`config.mk`:
```
export PLATFORM = sky130hd
export DESIGN_NAME = vram_term_ctrl_flat
export DESIGN_NICKNAME = d
export VERILOG_FILES = /design/src/rtl/vram_term_if.sv /design/src/rtl/vram_term_ctrl.sv /design/src/flat_wrapper.sv
export SDC_FILE = /design/constraint.sdc
export NUM_CORES = 1
export LEC_CHECK = 0
export ABC_AREA = 1
export CAP_MARGIN = 0
export CORE_MARGIN = 5
export CORE_UTILIZATION = 50
export DETAILED_ROUTE_END_ITERATION = 6
export PLACE_DENSITY = 0.83
export SLEW_MARGIN = 20
export SYNTH_ARGS = -nofsm -noshare
export SYNTH_HDL_FRONTEND = slang
export SYNTH_SLANG_ARGS = --single-unit
```
`constraint.sdc`:
```
create_clock -name clk -period 3.8 [get_ports clk]
set_input_delay 0.76 -clock clk [delete_from_list [all_inputs] [get_ports clk]]
set_output_delay 0.76 -clock clk [all_outputs]
set_load 0.02 [all_outputs]
```
`src/rtl/vram_term_if.sv`:
```
// Character-terminal bus: CPU display port in, VRAM write port and
// cursor/scroll status out.
interface vram_term_if;
    logic [6:0]  char_in;
    logic        char_valid;
    logic        char_ready;
    logic        clr_req;
    logic [10:0] vram_waddr;
    logic        vram_wen;
    logic [5:0]  vram_din;
    logic [4:0]  top_row;
    logic [5:0]  cursor_col;
    logic [4:0]  cursor_row;
    logic        busy;

    // CPU / stimulus side
    modport master (
        output char_in, char_valid, clr_req,
        input  char_ready, vram_waddr, vram_wen, vram_din,
               top_row, cursor_col, cursor_row, busy
    );

    // Terminal controller side
    modport slave (
        input  char_in, char_valid, clr_req,
        output char_ready, vram_waddr, vram_wen, vram_din,
               top_row, cursor_col, cursor_row, busy
    );
endinterface

```
`src/rtl/vram_term_ctrl.sv`:
```
// Text-mode terminal controller: turns a stream of ASCII characters into
// VRAM writes, tracks the cursor, scrolls by moving top_row and blanks the
// recycled line, and clears the whole screen on reset or request.
module vram_term_ctrl #(
    parameter int COLS = 40,
    parameter int ROWS = 24
) (
    input logic        clk,
    input logic        rst,
    vram_term_if.slave bus
);
    localparam logic [2:0] IDLE     = 3'd0;
    localparam logic [2:0] WRITE    = 3'd1;
    localparam logic [2:0] NEWLINE  = 3'd2;
    localparam logic [2:0] CLR_LINE = 3'd3;
    localparam logic [2:0] CLR_ALL  = 3'd4;

    localparam logic [10:0] CELLS        = 11'(COLS * ROWS);
    localparam logic [10:0] CNT_COL_LAST = 11'(COLS - 1);
    localparam logic [5:0]  COL_LAST     = 6'(COLS - 1);
    localparam logic [4:0]  ROW_LAST     = 5'(ROWS - 1);
    localparam logic [5:0]  BLANK        = 6'h20;

    logic [2:0]  state, state_nxt;
    logic [5:0]  cursor_col;
    logic [4:0]  cursor_row, top_row;
    logic [10:0] cnt;
    logic [10:0] waddr;
    logic        wen;
    logic [5:0]  din;
    logic        busy;

    logic        accept, is_print, is_cr;
    logic [5:0]  phys_row_sum;
    logic [4:0]  phys_row;
    logic [10:0] cur_addr;
    logic [5:0]  glyph;

    // Character decode and cursor address (physical row wraps modulo ROWS)
    always_comb begin
        is_print     = (bus.char_in >= 7'h20) && (bus.char_in <= 7'h7E);
        is_cr        = (bus.char_in == 7'h0D);
        glyph        = bus.char_in[5:0] - ((bus.char_in >= 7'h60) ? 6'h20 : 6'h00);
        phys_row_sum = {1'b0, top_row} + {1'b0, cursor_row};
        phys_row     = (phys_row_sum >= 6'(ROWS)) ? 5'(phys_row_sum - 6'(ROWS))
                                                  : phys_row_sum[4:0];
        cur_addr     = 11'(phys_row) * 11'(COLS) + 11'(cursor_col);
    end

    // A pending clear request blocks acceptance in the same cycle so the
    // clear always wins over a simultaneous character.
    assign bus.char_ready = ~busy & ~bus.clr_req;
    assign accept         = bus.char_valid & bus.char_ready;

    // Next-state selection
    always_comb begin
        state_nxt = state;
        case (state)
            IDLE: begin
                if (bus.clr_req)
                    state_nxt = CLR_ALL;
                else if (accept)
                    state_nxt = is_print ? WRITE : (is_cr ? NEWLINE : IDLE);
            end
            WRITE:    state_nxt = (cursor_col == COL_LAST) ? NEWLINE : IDLE;
            NEWLINE:  state_nxt = (cursor_row == ROW_LAST) ? CLR_LINE : IDLE;
            CLR_LINE: if (cnt == CNT_COL_LAST) state_nxt = IDLE;
            CLR_ALL:  if (cnt == CELLS) state_nxt = IDLE;
            default:  state_nxt = IDLE;
        endcase
    end

    // State, cursor, scroll and registered VRAM write port
    always_ff @(posedge clk or posedge rst) begin
        if (rst) begin
            state      <= CLR_ALL;
            busy       <= 1'b1;
            cursor_col <= '0;
            cursor_row <= '0;
            top_row    <= '0;
            cnt        <= '0;
            waddr      <= '0;
            wen        <= 1'b0;
            din        <= '0;
        end else begin
            state <= state_nxt;
            busy  <= (state_nxt != IDLE);
            wen   <= 1'b0;
            case (state)
                IDLE: begin
                    if (bus.clr_req) begin
                        cnt <= '0;
                    end else if (accept && is_print) begin
                        wen   <= 1'b1;
                        waddr <= cur_addr;
                        din   <= glyph;
                    end
                end
                WRITE: begin
                    // Last column leaves the cursor for NEWLINE to wrap
                    if (cursor_col != COL_LAST)
                        cursor_col <= cursor_col + 6'd1;
                end
                NEWLINE: begin
                    cursor_col <= '0;
                    if (cursor_row != ROW_LAST) begin
                        cursor_row <= cursor_row + 5'd1;
                    end else begin
                        // Scroll: old top line becomes the new bottom line;
                        // prime its first blank write here so the clear runs
                        // one cell per cycle for exactly COLS cycles.
                        top_row <= (top_row == ROW_LAST) ? 5'd0 : top_row + 5'd1;
                        wen     <= 1'b1;
                        waddr   <= 11'(top_row) * 11'(COLS);
                        din     <= BLANK;
                        cnt     <= '0;
                    end
                end
                CLR_LINE: begin
                    if (cnt != CNT_COL_LAST) begin
                        wen   <= 1'b1;
                        waddr <= waddr + 11'd1;
                        cnt   <= cnt + 11'd1;
                    end
                end
                CLR_ALL: begin
                    if (cnt != CELLS) begin
                        wen   <= 1'b1;
                        waddr <= cnt;
                        din   <= BLANK;
                        cnt   <= cnt + 11'd1;
                    end else begin
                        cursor_col <= '0;
                        cursor_row <= '0;
                        top_row    <= '0;
                    end
                end
                default: ;
            endcase
        end
    end

    assign bus.vram_waddr = waddr;
    assign bus.vram_wen   = wen;
    assign bus.vram_din   = din;
    assign bus.top_row    = top_row;
    assign bus.cursor_col = cursor_col;
    assign bus.cursor_row = cursor_row;
    assign bus.busy       = busy;
endmodule

```
`src/flat_wrapper.sv`:
```
// flat-port wrapper written by rule: the top's interface ports become plain ports
module vram_term_ctrl_flat 
#(
    parameter int COLS = 40,
    parameter int ROWS = 24
)
  (clk, rst, bus_char_in, bus_char_valid, bus_clr_req, bus_char_ready, bus_vram_waddr, bus_vram_wen, bus_vram_din, bus_top_row, bus_cursor_col, bus_cursor_row, bus_busy);
  vram_term_if bus_i ();
  input logic clk;
  input logic rst;
  input wire logic [$bits(bus_i.char_in)-1:0] bus_char_in;
  input wire logic [$bits(bus_i.char_valid)-1:0] bus_char_valid;
  input wire logic [$bits(bus_i.clr_req)-1:0] bus_clr_req;
  output wire logic [$bits(bus_i.char_ready)-1:0] bus_char_ready;
  output wire logic [$bits(bus_i.vram_waddr)-1:0] bus_vram_waddr;
  output wire logic [$bits(bus_i.vram_wen)-1:0] bus_vram_wen;
  output wire logic [$bits(bus_i.vram_din)-1:0] bus_vram_din;
  output wire logic [$bits(bus_i.top_row)-1:0] bus_top_row;
  output wire logic [$bits(bus_i.cursor_col)-1:0] bus_cursor_col;
  output wire logic [$bits(bus_i.cursor_row)-1:0] bus_cursor_row;
  output wire logic [$bits(bus_i.busy)-1:0] bus_busy;
  assign bus_i.char_in = bus_char_in;
  assign bus_i.char_valid = bus_char_valid;
  assign bus_i.clr_req = bus_clr_req;
  assign bus_char_ready = bus_i.char_ready;
  assign bus_vram_waddr = bus_i.vram_waddr;
  assign bus_vram_wen = bus_i.vram_wen;
  assign bus_vram_din = bus_i.vram_din;
  assign bus_top_row = bus_i.top_row;
  assign bus_cursor_col = bus_i.cursor_col;
  assign bus_cursor_row = bus_i.cursor_row;
  assign bus_busy = bus_i.busy;
  vram_term_ctrl #(.COLS(COLS), .ROWS(ROWS)) u_core (.clk(clk), .rst(rst), .bus(bus_i));
endmodule
```
==> results of run 1 <==
## synthesized netlist by cell type, drive strengths merged, types with 2 or more instances
master / n / share of area [%]
o31ai: 3 / 0.60
o21ai: 43 / 6.0
xor2: 3 / 0.70
dfrtp: 47 / 31
inv: 73 / 7.5
nor4: 2 / 0.50
a21oi: 31 / 4.2
nand3: 40 / 5.6
nand4: 3 / 0.50
nor3: 17 / 2.7
ha: 26 / 8.7
o22ai: 2 / 0.33
dfstp: 2 / 1.4
or2: 4 / 0.67
o211ai: 3 / 0.60
a31oi: 7 / 1.2
buf: 4 / 1.2
fa: 4 / 2.1
nand2: 137 / 15
clkbuf: 2 / 0.20
nor2: 49 / 5.6
nand3b: 9 / 1.8
## power by group through the flow
stage               combinational, mW  clock, mW  sequential, mW
finish                          0.719      0.462           0.760
detailed placement              0.715          0           0.766
floorplan                       0.406          0           0.816
global placement                0.697          0           0.766
global route                    0.802      0.485           0.777
CTS                             0.721      0.464           0.757
## per-layer routing
metal | up-vias | global-route usage [%] | routed length [um]
li1 | 1811 | - | -
met1 | 1714 | 27.09 | 4149
met2 | 119 | 37.70 | 4630
met3 | 19 | 3.486 | 475
met4 | 0 | 7.126 | 189
met5 | - | 0 | 0
## cells in the final DEF, fill, tap and decap left out, types with 5 or more instances in the layout
| master | instances |
|---|---|
| sky130_fd_sc_hd__nand2_1 | 130 |
| sky130_fd_sc_hd__inv_1 | 65 |
| sky130_fd_sc_hd__dfrtp_1 | 47 |
| sky130_fd_sc_hd__clkdlybuf4s50_1 | 46 |
| sky130_fd_sc_hd__nor2_1 | 45 |
| sky130_fd_sc_hd__o21ai_0 | 39 |
| sky130_fd_sc_hd__nand3_1 | 38 |
| sky130_fd_sc_hd__a21oi_1 | 29 |
| sky130_fd_sc_hd__ha_1 | 26 |
| sky130_fd_sc_hd__nor3_1 | 15 |
| sky130_fd_sc_hd__nand3b_1 | 9 |
| sky130_fd_sc_hd__a31oi_1 | 7 |
| sky130_fd_sc_hd__clkbuf_8 | 5 |
## kinds of logic after synthesis
kind of cell | count (synthesis) | synth area share (%)
and+or+nand+nor | 263 | 32.39
DFF | 49 | 32.85
adders and majority gates | 30 | 10.84
AOI/OAI and AO/OA | 93 | 13.92
buffers and inverters | 80 | 9.066
xor gates and xnor gates | 4 | 0.9369
## worst min-delay path by stage
stage / endpoint / slack [ps] / depth (start not counted)
after global placement: u_core.bus.vram_din[5] / 480 / 2
after global routing: u_core.bus.vram_din[3] / 540 / 2
after CTS: u_core.bus.vram_din[3] / 510 / 2
final: u_core.bus.vram_din[3] / 500 / 2
after floorplan: u_core.cnt[5] / 490 / 2
after detailed placement: u_core.bus.vram_din[3] / 480 / 2
## flip-flops by register name (all words and copies together), names as in the netlist
signal / flops
u_core.bus.cursor_row: 5
u_core.bus.cursor_col: 6
u_core.cnt: 11
u_core.bus.vram_din: 6
u_core.bus.busy: 1
u_core.bus.vram_waddr: 11
u_core.bus.vram_wen: 1
u_core.bus.top_row: 5
u_core.state: 3
## what timing repair did
item | in CTS | in global routing
setup endpoints to repair | 0 | 1
resized for setup | 0 | 1
buffers inserted | 0 | 0
## stage by stage
| stage | setup slack [ps] | power (mW) | util, % |
|---|---|---|---|
| floorplan | 487.6 | 1.222 | - |
| global placement | 439.5 | 1.463 | 58.89 |
| detailed placement | 280.0 | 1.482 | 58.89 |
| CTS | 254.8 | 1.942 | 60.79 |
| global route | 20.45 | 2.064 | 60.86 |
| finish | 287.9 | 1.941 | 60.86 |
## layout make-up
| type | instances | share of cell area, % |
|---|---|---|
| multi-input combinational | 390 | 49.29 |
| timing repair buffer | 46 | 10.43 |
| clock inverter | 3 | 1.559 |
| inverter | 74 | 6.519 |
| tap | 99 | 2.806 |
| clock buffer | 5 | 1.559 |
| sequential | 49 | 27.83 |
## tightest hold or removal path, stage by stage (launching register included)
cell	delay (ps)
sky130_fd_sc_hd__dfrtp_1	370
sky130_fd_sc_hd__nand2_1	50
sky130_fd_sc_hd__o21ai_0	60
==> metrics.txt, run 1 <==
# TYPE chip_impl_metric gauge
chip_impl_metric{name="grt_start_max_net_pins",unit=""} 50
chip_impl_metric{name="io_pins",unit=""} 47
chip_impl_metric{name="grt_pass1_wl",unit="um"} 15810
chip_impl_metric{name="async_reset_ff_share",unit="%"} 100.0
chip_impl_metric{name="clk_pin_slew_worst_paths",unit="ps"} 110
chip_impl_metric{name="detail_route.wl_per_cell",unit="um"} 14.18
chip_impl_metric{name="area_delta_synth_final",unit="%"} 18.03
chip_impl_metric{name="cts_buffers",unit=""} 5
chip_impl_metric{name="drt_drc_violations_left",unit=""} 0
chip_impl_metric{name="netlist_area",unit="um2"} 3740
chip_impl_metric{name="syn_nets",unit=""} 560
chip_impl_metric{name="power_density",unit="nW/um2"} 439.7
chip_impl_metric{name="first_global_vias",unit=""} 3465
chip_impl_info{name="ctsRootBufferMaster",value="sky130_fd_sc_hd__clkbuf_8"} 1
chip_impl_metric{name="dr.first_iter.drc_count",unit=""} 277
chip_impl_metric{name="ctsHoldBuffers",unit=""} 0
chip_impl_metric{name="achievable-frequency",unit="GHz"} 0.2847
chip_impl_info{name="dominant_cell_type_by_count_on_the_critical_path",value="sky130_fd_sc_hd__nand2_1"} 1
chip_impl_metric{name="antenna_left",unit=""} 0
chip_impl_metric{name="whs",unit="ps"} 502.7
chip_impl_metric{name="synth-warning-count",unit=""} 0
chip_impl_metric{name="globalRoute.totalOverflow",unit=""} 0
chip_impl_info{name="run_status",value="finished, final reports clean"} 1
chip_impl_info{name="worst_hold_path_type",value="flop to flop"} 1
chip_impl_metric{name="final_min_period_over_clock_period",unit="%"} 92.42
chip_impl_metric{name="detail_route.vias_per_cell",unit=""} 5.500
chip_impl_metric{name="count_of_flip_flops_with_a_built_in_enable_after_synthesis",unit=""} 0
chip_impl_metric{name="pwr-share-clk",unit="%"} 23.8
chip_impl_metric{name="detailedPlacementHpwl",unit="um"} 7313
chip_impl_metric{name="critical_path_arrival",unit="ps"} 3710
chip_impl_metric{name="yosysUniqueCellTypes",unit=""} 43
chip_impl_metric{name="period_minus_slack",unit="ps"} 3512
chip_impl_metric{name="reg2reg_slack",unit="ps"} 290
chip_impl_metric{name="finish.cell_count_without_fillers",unit=""} 666
chip_impl_info{name="worst_setup_path_startpoint",value="u_core.bus.top_row[0]"} 1
chip_impl_metric{name="synth.avg_cell_area",unit="um2"} 7.206
chip_impl_info{name="worstSetupStartpointType",value="flop"} 1
chip_impl_metric{name="share_seq_of_total_power",unit="%"} 39.1
chip_impl_metric{name="net-switching-power",unit="uW"} 766.6
chip_impl_info{name="synth_ff_type",value="sky130_fd_sc_hd__dfrtp_1"} 1
chip_impl_metric{name="max_cap_viol_count",unit=""} 0
chip_impl_metric{name="post_route_cells_drive_above_1_share",unit="%"} 7.937
chip_impl_info{name="end_kind",value="flop"} 1
chip_impl_metric{name="diodes",unit=""} 0
chip_impl_metric{name="route.final.wire_length",unit="um"} 9445
chip_impl_info{name="critical_path.reg2reg.endpoint",value="u_core.bus.vram_waddr[8]"} 1
chip_impl_metric{name="final_max_slew_viol_count",unit=""} 0
chip_impl_metric{name="timing.critical_path.buf_inv",unit=""} 2
chip_impl_metric{name="floorplan.core_area",unit="um2"} 7253
chip_impl_metric{name="timing.final.hold_violations",unit=""} 0
chip_impl_metric{name="grtUsageTotal",unit="%"} 21.57
chip_impl_metric{name="stdcell_area",unit="um2"} 4414
chip_impl_info{name="hold_path_startpoint",value="u_core.bus.vram_din[3]"} 1
chip_impl_metric{name="slew-limit-headroom",unit="%"} 43.39
chip_impl_metric{name="cts-root-to-sink-buffers",unit=""} 2
chip_impl_metric{name="vias",unit=""} 3663
chip_impl_metric{name="finClkSkew",unit="ps"} 12.99
chip_impl_metric{name="drt_pre_antenna_iters",unit=""} 6
chip_impl_metric{name="ir_drop",unit="uV"} 239.8
chip_impl_metric{name="internal_power",unit="mW"} 1.174
chip_impl_metric{name="floorplan.initialDensity",unit="%"} 51.56
chip_impl_metric{name="sw_frac_of_total",unit="%"} 39.50
chip_impl_metric{name="cts_num_sinks",unit=""} 49
chip_impl_info{name="worst-setup-path-type",value="flop to flop"} 1
chip_impl_info{name="critical_path.cell_chain",value="ha_1 -> fa_1 -> nand2_1 -> nand2_1 -> o211ai_1 -> nand2_1 -> nand2_1 -> nand2_1 -> a21oi_2 -> ha_1 -> ha_1 -> inv_1 -> fa_1 -> nor2_1 -> nand2_1 -> inv_1 -> nor3_1 -> o21ai_0 -> o21ai_1"} 1
chip_impl_metric{name="die_area",unit="um2"} 9309
chip_impl_metric{name="finalSetupViolations",unit=""} 0
chip_impl_info{name="grt_setup_unrepaired",value="false"} 1
chip_impl_metric{name="final.fill_count",unit=""} 652
chip_impl_metric{name="ctsHtreeMaxLevel",unit=""} 2
chip_impl_metric{name="worstRegToRegCells",unit=""} 19
chip_impl_metric{name="grt_antenna_before_repair",unit=""} 0
chip_impl_metric{name="combPwrFrac",unit="%"} 37.1
chip_impl_metric{name="crit_cells",unit=""} 19
chip_impl_info{name="worst_path_dominant_cell_family",value="adder cells"} 1
chip_impl_metric{name="multi_input_comb_area",unit="um2"} 2176
chip_impl_info{name="cts_tree",value="built"} 1
chip_impl_metric{name="i_o_buffers",unit=""} 46
chip_impl_metric{name="critPathMaxFanout",unit=""} 7
chip_impl_metric{name="dp.cells",unit=""} 658
chip_impl_metric{name="leakage",unit="nW"} 2.057
chip_impl_info{name="critical_path.endpoint",value="u_core.bus.vram_waddr[8]"} 1
chip_impl_metric{name="synth_sequential_area_ratio",unit="%"} 32.85
chip_impl_metric{name="placed_cell_area",unit="um2"} 4272
chip_impl_metric{name="row_count",unit=""} 31
chip_impl_metric{name="synthCells",unit=""} 519
chip_impl_metric{name="clk_latency",unit="ps"} 320
chip_impl_metric{name="floorplan.die.height",unit="um"} 96.49
chip_impl_metric{name="finalSetupTns",unit="ps"} 0
chip_impl_metric{name="last_weighted_congestion_value_of_the_routability_driven_placer",unit=""} 0.9345
chip_impl_info{name="critPathSlowestCell",value="sky130_fd_sc_hd__dfrtp_1"} 1
chip_impl_metric{name="seqCellArea",unit="um2"} 1229
chip_impl_metric{name="timing.critical_path.required",unit="ps"} 4000
chip_impl_metric{name="design.final.nets",unit=""} 607
chip_impl_metric{name="die_width",unit="um"} 96.49
chip_impl_info{name="worstReg2RegStart",value="u_core.bus.top_row[0]"} 1
chip_impl_metric{name="worst_margin_slew",unit="ps"} 848.1
chip_impl_metric{name="cp_slowest_stage_delay",unit="ps"} 480
chip_impl_metric{name="ys_seq_elements",unit=""} 49
No activity file was read; power rests on OpenSTA's default activity.
==> inputs of run 2 (changes only) <==
--- a/config.mk
+++ b/config.mk
@@ -6,12 +6,11 @@
 export NUM_CORES = 1
 export LEC_CHECK = 0
 export ABC_AREA = 1
-export CAP_MARGIN = 0
 export CORE_MARGIN = 5
 export CORE_UTILIZATION = 50
 export DETAILED_ROUTE_END_ITERATION = 6
 export PLACE_DENSITY = 0.83
-export SLEW_MARGIN = 20
+export SLEW_MARGIN = 15
 export SYNTH_ARGS = -nofsm -noshare
 export SYNTH_HDL_FRONTEND = slang
 export SYNTH_SLANG_ARGS = --single-unit
==> results of run 2 <==
No change in the layout: final DEF, timing and power equal those of run 1.
